**src/rtl/mem_arbiter_pkg.sv**
```systemverilog
// Shared types and constants for the data-memory arbiter.
package mem_arbiter_pkg;

  typedef enum logic [1:0] {
    ST_IDLE   = 2'd0,
    ST_ACCESS = 2'd1,
    ST_DONE   = 2'd2
  } state_t;

  localparam logic OWN_CPU = 1'b0;
  localparam logic OWN_EXT = 1'b1;

  localparam int DEF_AW = 16;
  localparam int DEF_DW = 16;

endpackage

```
**src/rtl/mem_arbiter_rr_arb2.sv**
```systemverilog
// Two-way request picker: bit 0 is the CPU, bit 1 the external loader.
// gnt = 0 selects the CPU, gnt = 1 selects the loader. 'last' is the
// requester that won the previous tie-capable grant; 'prio' forces CPU on ties.
module rr_arb2 (
  input  logic [1:0] req,
  input  logic       last,
  input  logic       prio,
  output logic       gnt
);

  // Single requests win outright; ties go to CPU or to whoever did not win last.
  always_comb begin
    gnt = 1'b0;
    case (req)
      2'b01:   gnt = 1'b0;
      2'b10:   gnt = 1'b1;
      2'b11:   gnt = prio ? 1'b0 : ~last;
      default: gnt = 1'b0;
    endcase
  end

endmodule

```
**src/rtl/mem_arbiter.sv**
```systemverilog
// Arbiter sharing the single data-memory port between the microcoded CPU
// controller and the external loader/debug port. Each access runs for a fixed
// MEM_LAT cycles, then a one-cycle done pulse goes to the owner.
module mem_arbiter
  import mem_arbiter_pkg::*;
#(
  parameter int AW       = DEF_AW,
  parameter int DW       = DEF_DW,
  parameter int MEM_LAT  = 2,
  parameter int CPU_PRIO = 0
) (
  input  logic          clk,
  input  logic          rst,
  input  logic          cpu_req,
  input  logic          cpu_we,
  input  logic [AW-1:0] cpu_addr,
  input  logic [DW-1:0] cpu_wdata,
  output logic [DW-1:0] cpu_rdata,
  output logic          cpu_done,
  output logic          cpu_stall,
  input  logic          ext_req,
  input  logic          ext_we,
  input  logic [AW-1:0] ext_addr,
  input  logic [DW-1:0] ext_wdata,
  output logic [DW-1:0] ext_rdata,
  output logic          ext_done,
  output logic          mem_en,
  output logic          mem_we,
  output logic [AW-1:0] mem_addr,
  output logic [DW-1:0] mem_wdata,
  input  logic [DW-1:0] mem_rdata,
  output logic          busy,
  output logic          owner
);

  if (MEM_LAT < 1) begin : g_lat_check
    $error("mem_arbiter: MEM_LAT must be at least 1");
  end

  localparam int          CW       = (MEM_LAT > 1) ? $clog2(MEM_LAT) : 1;
  localparam logic [CW-1:0] CNT_INIT = CW'(MEM_LAT - 1);
  localparam logic        PRIO_BIT = (CPU_PRIO != 0);

  state_t          state;
  logic [CW-1:0]   cnt;
  logic            lat_we;
  logic [AW-1:0]   lat_addr;
  logic [DW-1:0]   lat_wdata;
  logic            rr_pref;
  logic            pick;

  // rr_pref names the requester to favour on the next tie; the picker wants
  // the previous winner, which is the opposite of the favoured one.
  rr_arb2 u_pick (
    .req  ({ext_req, cpu_req}),
    .last (~rr_pref),
    .prio (PRIO_BIT),
    .gnt  (pick)
  );

  assign mem_addr  = lat_addr;
  assign mem_wdata = lat_wdata;
  assign busy      = (state != ST_IDLE);
  assign cpu_stall = cpu_req & ~cpu_done;

  // Access sequencer: grant and latch in IDLE, count latency in ACCESS,
  // pulse the owner's done in DONE; all memory-side outputs are registered.
  always_ff @(posedge clk or negedge rst) begin
    if (!rst) begin
      state     <= ST_IDLE;
      cnt       <= '0;
      lat_we    <= 1'b0;
      lat_addr  <= '0;
      lat_wdata <= '0;
      owner     <= OWN_CPU;
      rr_pref   <= OWN_CPU;
      cpu_rdata <= '0;
      ext_rdata <= '0;
      cpu_done  <= 1'b0;
      ext_done  <= 1'b0;
      mem_en    <= 1'b0;
      mem_we    <= 1'b0;
    end else begin
      cpu_done <= 1'b0;
      ext_done <= 1'b0;
      case (state)
        ST_IDLE: begin
          if (cpu_req || ext_req) begin
            owner     <= pick;
            lat_we    <= pick ? ext_we    : cpu_we;
            lat_addr  <= pick ? ext_addr  : cpu_addr;
            lat_wdata <= pick ? ext_wdata : cpu_wdata;
            mem_we    <= pick ? ext_we    : cpu_we;
            mem_en    <= 1'b1;
            cnt       <= CNT_INIT;
            state     <= ST_ACCESS;
          end
        end
        ST_ACCESS: begin
          if (cnt == '0) begin
            if (!lat_we) begin
              if (owner == OWN_CPU) cpu_rdata <= mem_rdata;
              else                  ext_rdata <= mem_rdata;
            end
            mem_en   <= 1'b0;
            mem_we   <= 1'b0;
            cpu_done <= (owner == OWN_CPU);
            ext_done <= (owner == OWN_EXT);
            state    <= ST_DONE;
          end else begin
            cnt <= cnt - 1'b1;
          end
        end
        ST_DONE: begin
          rr_pref <= ~owner;
          state   <= ST_IDLE;
        end
        default: state <= ST_IDLE;
      endcase
    end
  end

endmodule

```
**config.mk**
```make
export PLATFORM = sky130hd
export DESIGN_NAME = mem_arbiter
export DESIGN_NICKNAME = d
export VERILOG_FILES = /design/src/rtl/mem_arbiter_pkg.sv /design/src/rtl/mem_arbiter_rr_arb2.sv /design/src/rtl/mem_arbiter.sv
export SDC_FILE = /design/constraint.sdc
export NUM_CORES = 1
export LEC_CHECK = 0
export CORE_ASPECT_RATIO = 1.5
export CORE_MARGIN = 1
export CORE_UTILIZATION = 37
export DETAILED_ROUTE_END_ITERATION = 10
export PLACE_DENSITY = 0.77
export SETUP_SLACK_MARGIN = 0.1
export SLEW_MARGIN = 20
export SYNTH_ARGS = -nofsm -noshare
export SYNTH_HDL_FRONTEND = slang
export SYNTH_SLANG_ARGS = --single-unit
```
**constraint.sdc**
```tcl
create_clock -name clk -period 1.4 [get_ports clk]
set_input_delay 0.28 -clock clk [delete_from_list [all_inputs] [get_ports clk]]
set_output_delay 0.28 -clock clk [all_outputs]
set_load 0.1 [all_outputs]
```
---- Yosys cells after proc, flatten, opt, wreduce, memory -nomap -nowiden ----
Cells that the tools add are included.
operators by class
  eq/ne operators ......................... 6
  muxes and demuxes ....................... 18
  bitwise logic cells ..................... 5
  $add $sub $neg .......................... 1
  reduce and logical (&&, ||, !) cells .... 10
operators with widths
  operator             count
  $mux 16              2
  $mux 1               9
  $pmux 1 s2           4
  $reduce_and 4->1     2
  $eq 2x2->1 const B   3
  $reduce_and 2->1     3
  $mux 2               2
  $ne 2x2->1 const B   2
  $not 1->1            4
  $pmux 2 s2           1
  $reduce_bool 2->1    2
  $reduce_and 3->1     1
  $eq 2x1->1 const B   1
  $logic_not 2->1      1
  $and 1x1->1          1
  $logic_or 1x1->1     1
  $sub 1x1->1 const B  1
storage, ports and cells
  bits of input ports ..................... 86
  output and inout port bits .............. 71
  logic and storage cells ................. 53
  register bits ........................... 74

---- Depth between registers and ports, before layout ----
  depth after elaboration ................. 5
  mapped depth ............................ 6
  mapped depth without buffers ............ 4

---- By module ----
From an unflattened synthesis, not the netlist that was laid out.
second synthesis, totals
  cell total of the unflattened synthesis .. 249
  area, all modules ....................... 3,134.3 um2
by module, submodules not included
  module       area an instance (um2)  seq. area each (um2)  times used  cells an instance
  mem_arbiter  3,123.0                 1,851.8               1           247
  rr_arb2      11.3                    0.0                   1           2

---- Worst setup path after synthesis ----
Ideal clock, no wire load.
  kind .................................... reg-to-output
  from .................................... reg cpu_done
  to ...................................... out cpu_stall
  arrival time ............................ 2,211 ps
  setup slack ............................. -1,091 ps
  buffers on the path ..................... 0
  required time ........................... 1,120 ps
  cell stages (with the launch flop) ...... 2
  cells stage by stage .................... dfrtp_1 -> nor2b_1
on the way
  word-level cells in the longest chain between the ends .. 2
RTL lines
  element                 line                RTL
  from (decl)             mem_arbiter.sv:19   output logic cpu_done,
  from (signal assigned)  mem_arbiter.sv:107  cpu_done <= (owner == OWN_CPU);
  $not 1->1               mem_arbiter.sv:64   assign cpu_stall = cpu_req & ~cpu_done;
  $and 1x1->1             mem_arbiter.sv:64
  to (decl)               mem_arbiter.sv:20   output logic cpu_stall,
No other way between the ends.

---- Worst setup path after layout ----
  from .................................... reg state[0]
  to ...................................... out busy
on the way
  word-level cells in the longest chain between the ends .. 1
RTL lines
  element                 line                RTL
  from (decl)             mem_arbiter.sv:44   state_t state;
  from (signal assigned)  mem_arbiter.sv:70   state <= ST_IDLE;
  from (signal assigned)  mem_arbiter.sv:96   state <= ST_ACCESS;
  from (signal assigned)  mem_arbiter.sv:109  state <= ST_DONE;
  $reduce_bool 2->1       mem_arbiter.sv:63   assign busy = (state != ST_IDLE);
  to (decl)               mem_arbiter.sv:32   output logic busy,
No other way between the ends.

==> run metrics <==
status finished, violations left; failing checks setup timing; TritonCTS clock tree built; Post-Syn Area between 0.003 and 0.004 mm2; period utilization 114%; die area approximately 0.0090 mm2; Yosys top cell area share 57.8%; Rel. slew slack 75.6%; Post-synth top flop dfrtp_1; Seq/Total Area, Yosys about 58%; Initial DRC Count 194; Placement Rows between 40 and 50; CP Max Fanout 2; worst-margin pin slew about 0.36 ns; Post-Syn Instances between 200 and 300; crit-path max cell delay around 0.40 ns; layout cells sized above 1 36.3%; critical path's top delay family buffers and inverters; Routed wire per std cell 18.1 um; H-tree depth 3; diode count 0; Final nets around 560; asr flop ratio synth between 90% and 100%; Initial Utilization 38.1%; CP Launch Type register; Syn Nets 380; routed wire length roughly 11000 um; die width ~80 um; vias in the first global route 3289; crit path cell chain buf_6, nor2_4, clkinvlp_4, buf_12; Antenna Violating Nets Remaining 0; HPWL Detailed 7430 um; die height roughly 120 um; most frequent cell after synthesis dfrtp_1; Final Util 74.7%; first-pass GRT wire length about 17000 um; GRT Total Usage 24.5%; GPL Wtd Cong between 0.8 and 0.9; Layout area overhead 96.4%; Root Buffer clkbuf_16; CTS sink cnt between 70 and 80; Final Critical Period between 1.5 and 2 ns; Pre-antenna DRT Iters 5; CTS max path bufs 2; Fin. Hold Viols 0; Critical Path RT about 1.1 ns; Synth area leaders dfrtp_1, mux2_2, a31oi_1; final setup margin -0.199 ns; WP buf/inv 3; largest net degree at the start of global routing 33; Ports 157; setup violators final 67; Arrival @ worst endpoint 1.32 ns; Worst Setup Path Type reg -> out; Clk Latency, worst-skew pair between 0.3 and 0.4 ns; DRC viols 0; max-cap violations 0; initial antenna violation count 0; EDFF count, synth 0; post-synth cell types 26; I/O Buffers about 160; TNS Setup -7.81 ns; gr ovfl total 0; Clock Skews roughly 0.006 ns; RSZ-0062 raised after global routing yes; Synth area leader dfrtp_1; Slew Viols, Final 0; Critical Path Sink Type output port; FILL cells roughly 560; Peak Freq 625 MHz; Post-Syn Area per Cell 10.9 um2; Via Count 3189; clock-pin slew on the worst setup and hold paths approximately 0.060 ns; synth cell count leaders dfrtp_1, o21ai_0, nand3_1; DR vias/cell 5.49; CTS buffer count 9; class of the worst hold path in -> async; Synthesis Warnings 0; Core ar. 0.00841 mm2; flops & latches, synth 74; CP max stage cell dfrtp_1
[per-stage QoR]
stage	std cells	cell area, um2	hold slack [ns]	worst slack [ns]
6_report	581	6290	0.420	-0.199
5_1_grt	581	6290	0.429	-0.249
4_1_cts	579	6250	0.403	-0.189
3_5_place_dp	554	5810	0.212	-0.267
3_3_place_gp	554	5810	0.200	-0.206
2_1_floorplan	294	3240	-0.0156	-0.357
[layer usage]
layer / track usage, % / share of wire (%) / vias up
met4: 11.2 / 2.2 / 0
met5: 0 / 0 / -
li1: - / - / 1429
met1: 25.9 / 35 / 1565
met2: 46.0 / 56 / 177
met3: 5.43 / 6.8 / 18
[registers in the layout, indices dropped and copies added (netlist names)]
signal,cells
lat_we,1
mem_we,1
ext_done,1
state,2
rr_pref,1
owner,1
cnt,1
cpu_rdata,16
mem_wdata,16
cpu_done,1
mem_addr,16
ext_rdata,16
mem_en,1
[cell families (layout without fill, tap and decap cells)]
family,count (synthesis),count (layout),share of synthesized area [%]
AOI/OAI and AO/OA,104,104,18.0
DFF,74,74,57.8
and+or+nand+nor,53,53,8.83
muxes,32,32,11.3
buffers and inverters,31,211,4.10
[what timing repair did]
item                                   CTS  global route
gates resized for setup                 12             6
setup endpoints to repair               72            73
endpoints found under the hold margin   22             0
cloned                                   1             0
hold buffers                             1             0
setup buffers                            7             2
pin swaps                                1             2
[cells in the final DEF (no fill, tap or decap), types with 3 or more instances in the layout]
cell type,n
clkinv_2,3
buf_4,19
inv_1,3
dfrtp_1,72
mux2_2,31
nand2_1,4
buf_12,81
clkdlybuf4s50_1,83
a31oi_2,3
o21ai_0,35
buf_6,4
clkbuf_16,9
a21oi_1,32
nand3_1,32
a31oi_1,29
[final cells by class]
| cell class | count | area, um2 | share of cell area, % |
|---|---|---|---|
| multi-input cells | 189 | 1290 | 20.6 |
| flip-flops and latches | 74 | 1860 | 29.5 |
| clock inverters | 7 | 70.1 | 1.11 |
| repair buffers | 190 | 2690 | 42.7 |
| well taps | 107 | 134 | 2.13 |
| inverters | 5 | 22.5 | 0.358 |
| clock buffers | 9 | 225 | 3.58 |
[worst paths after layout]
check                      slack, ns  depth (start not counted)         start            end
max                            -0.20                          4      state[0]           busy
min                             0.42                          2           rst  ext_rdata[10]
max reg2reg                    -0.18                          4      state[1]  cpu_rdata[15]
min reg2reg                     0.57                          1  ext_rdata[2]   ext_rdata[2]
max in group asynchronous       0.47                          3           rst   mem_wdata[8]
min in group clk                0.52                          3  ext_wdata[6]   mem_wdata[6]
Power is left out: the tool's default activity adds up to more than one toggle a clock period on the data nets, which glitch-free logic cannot reach.
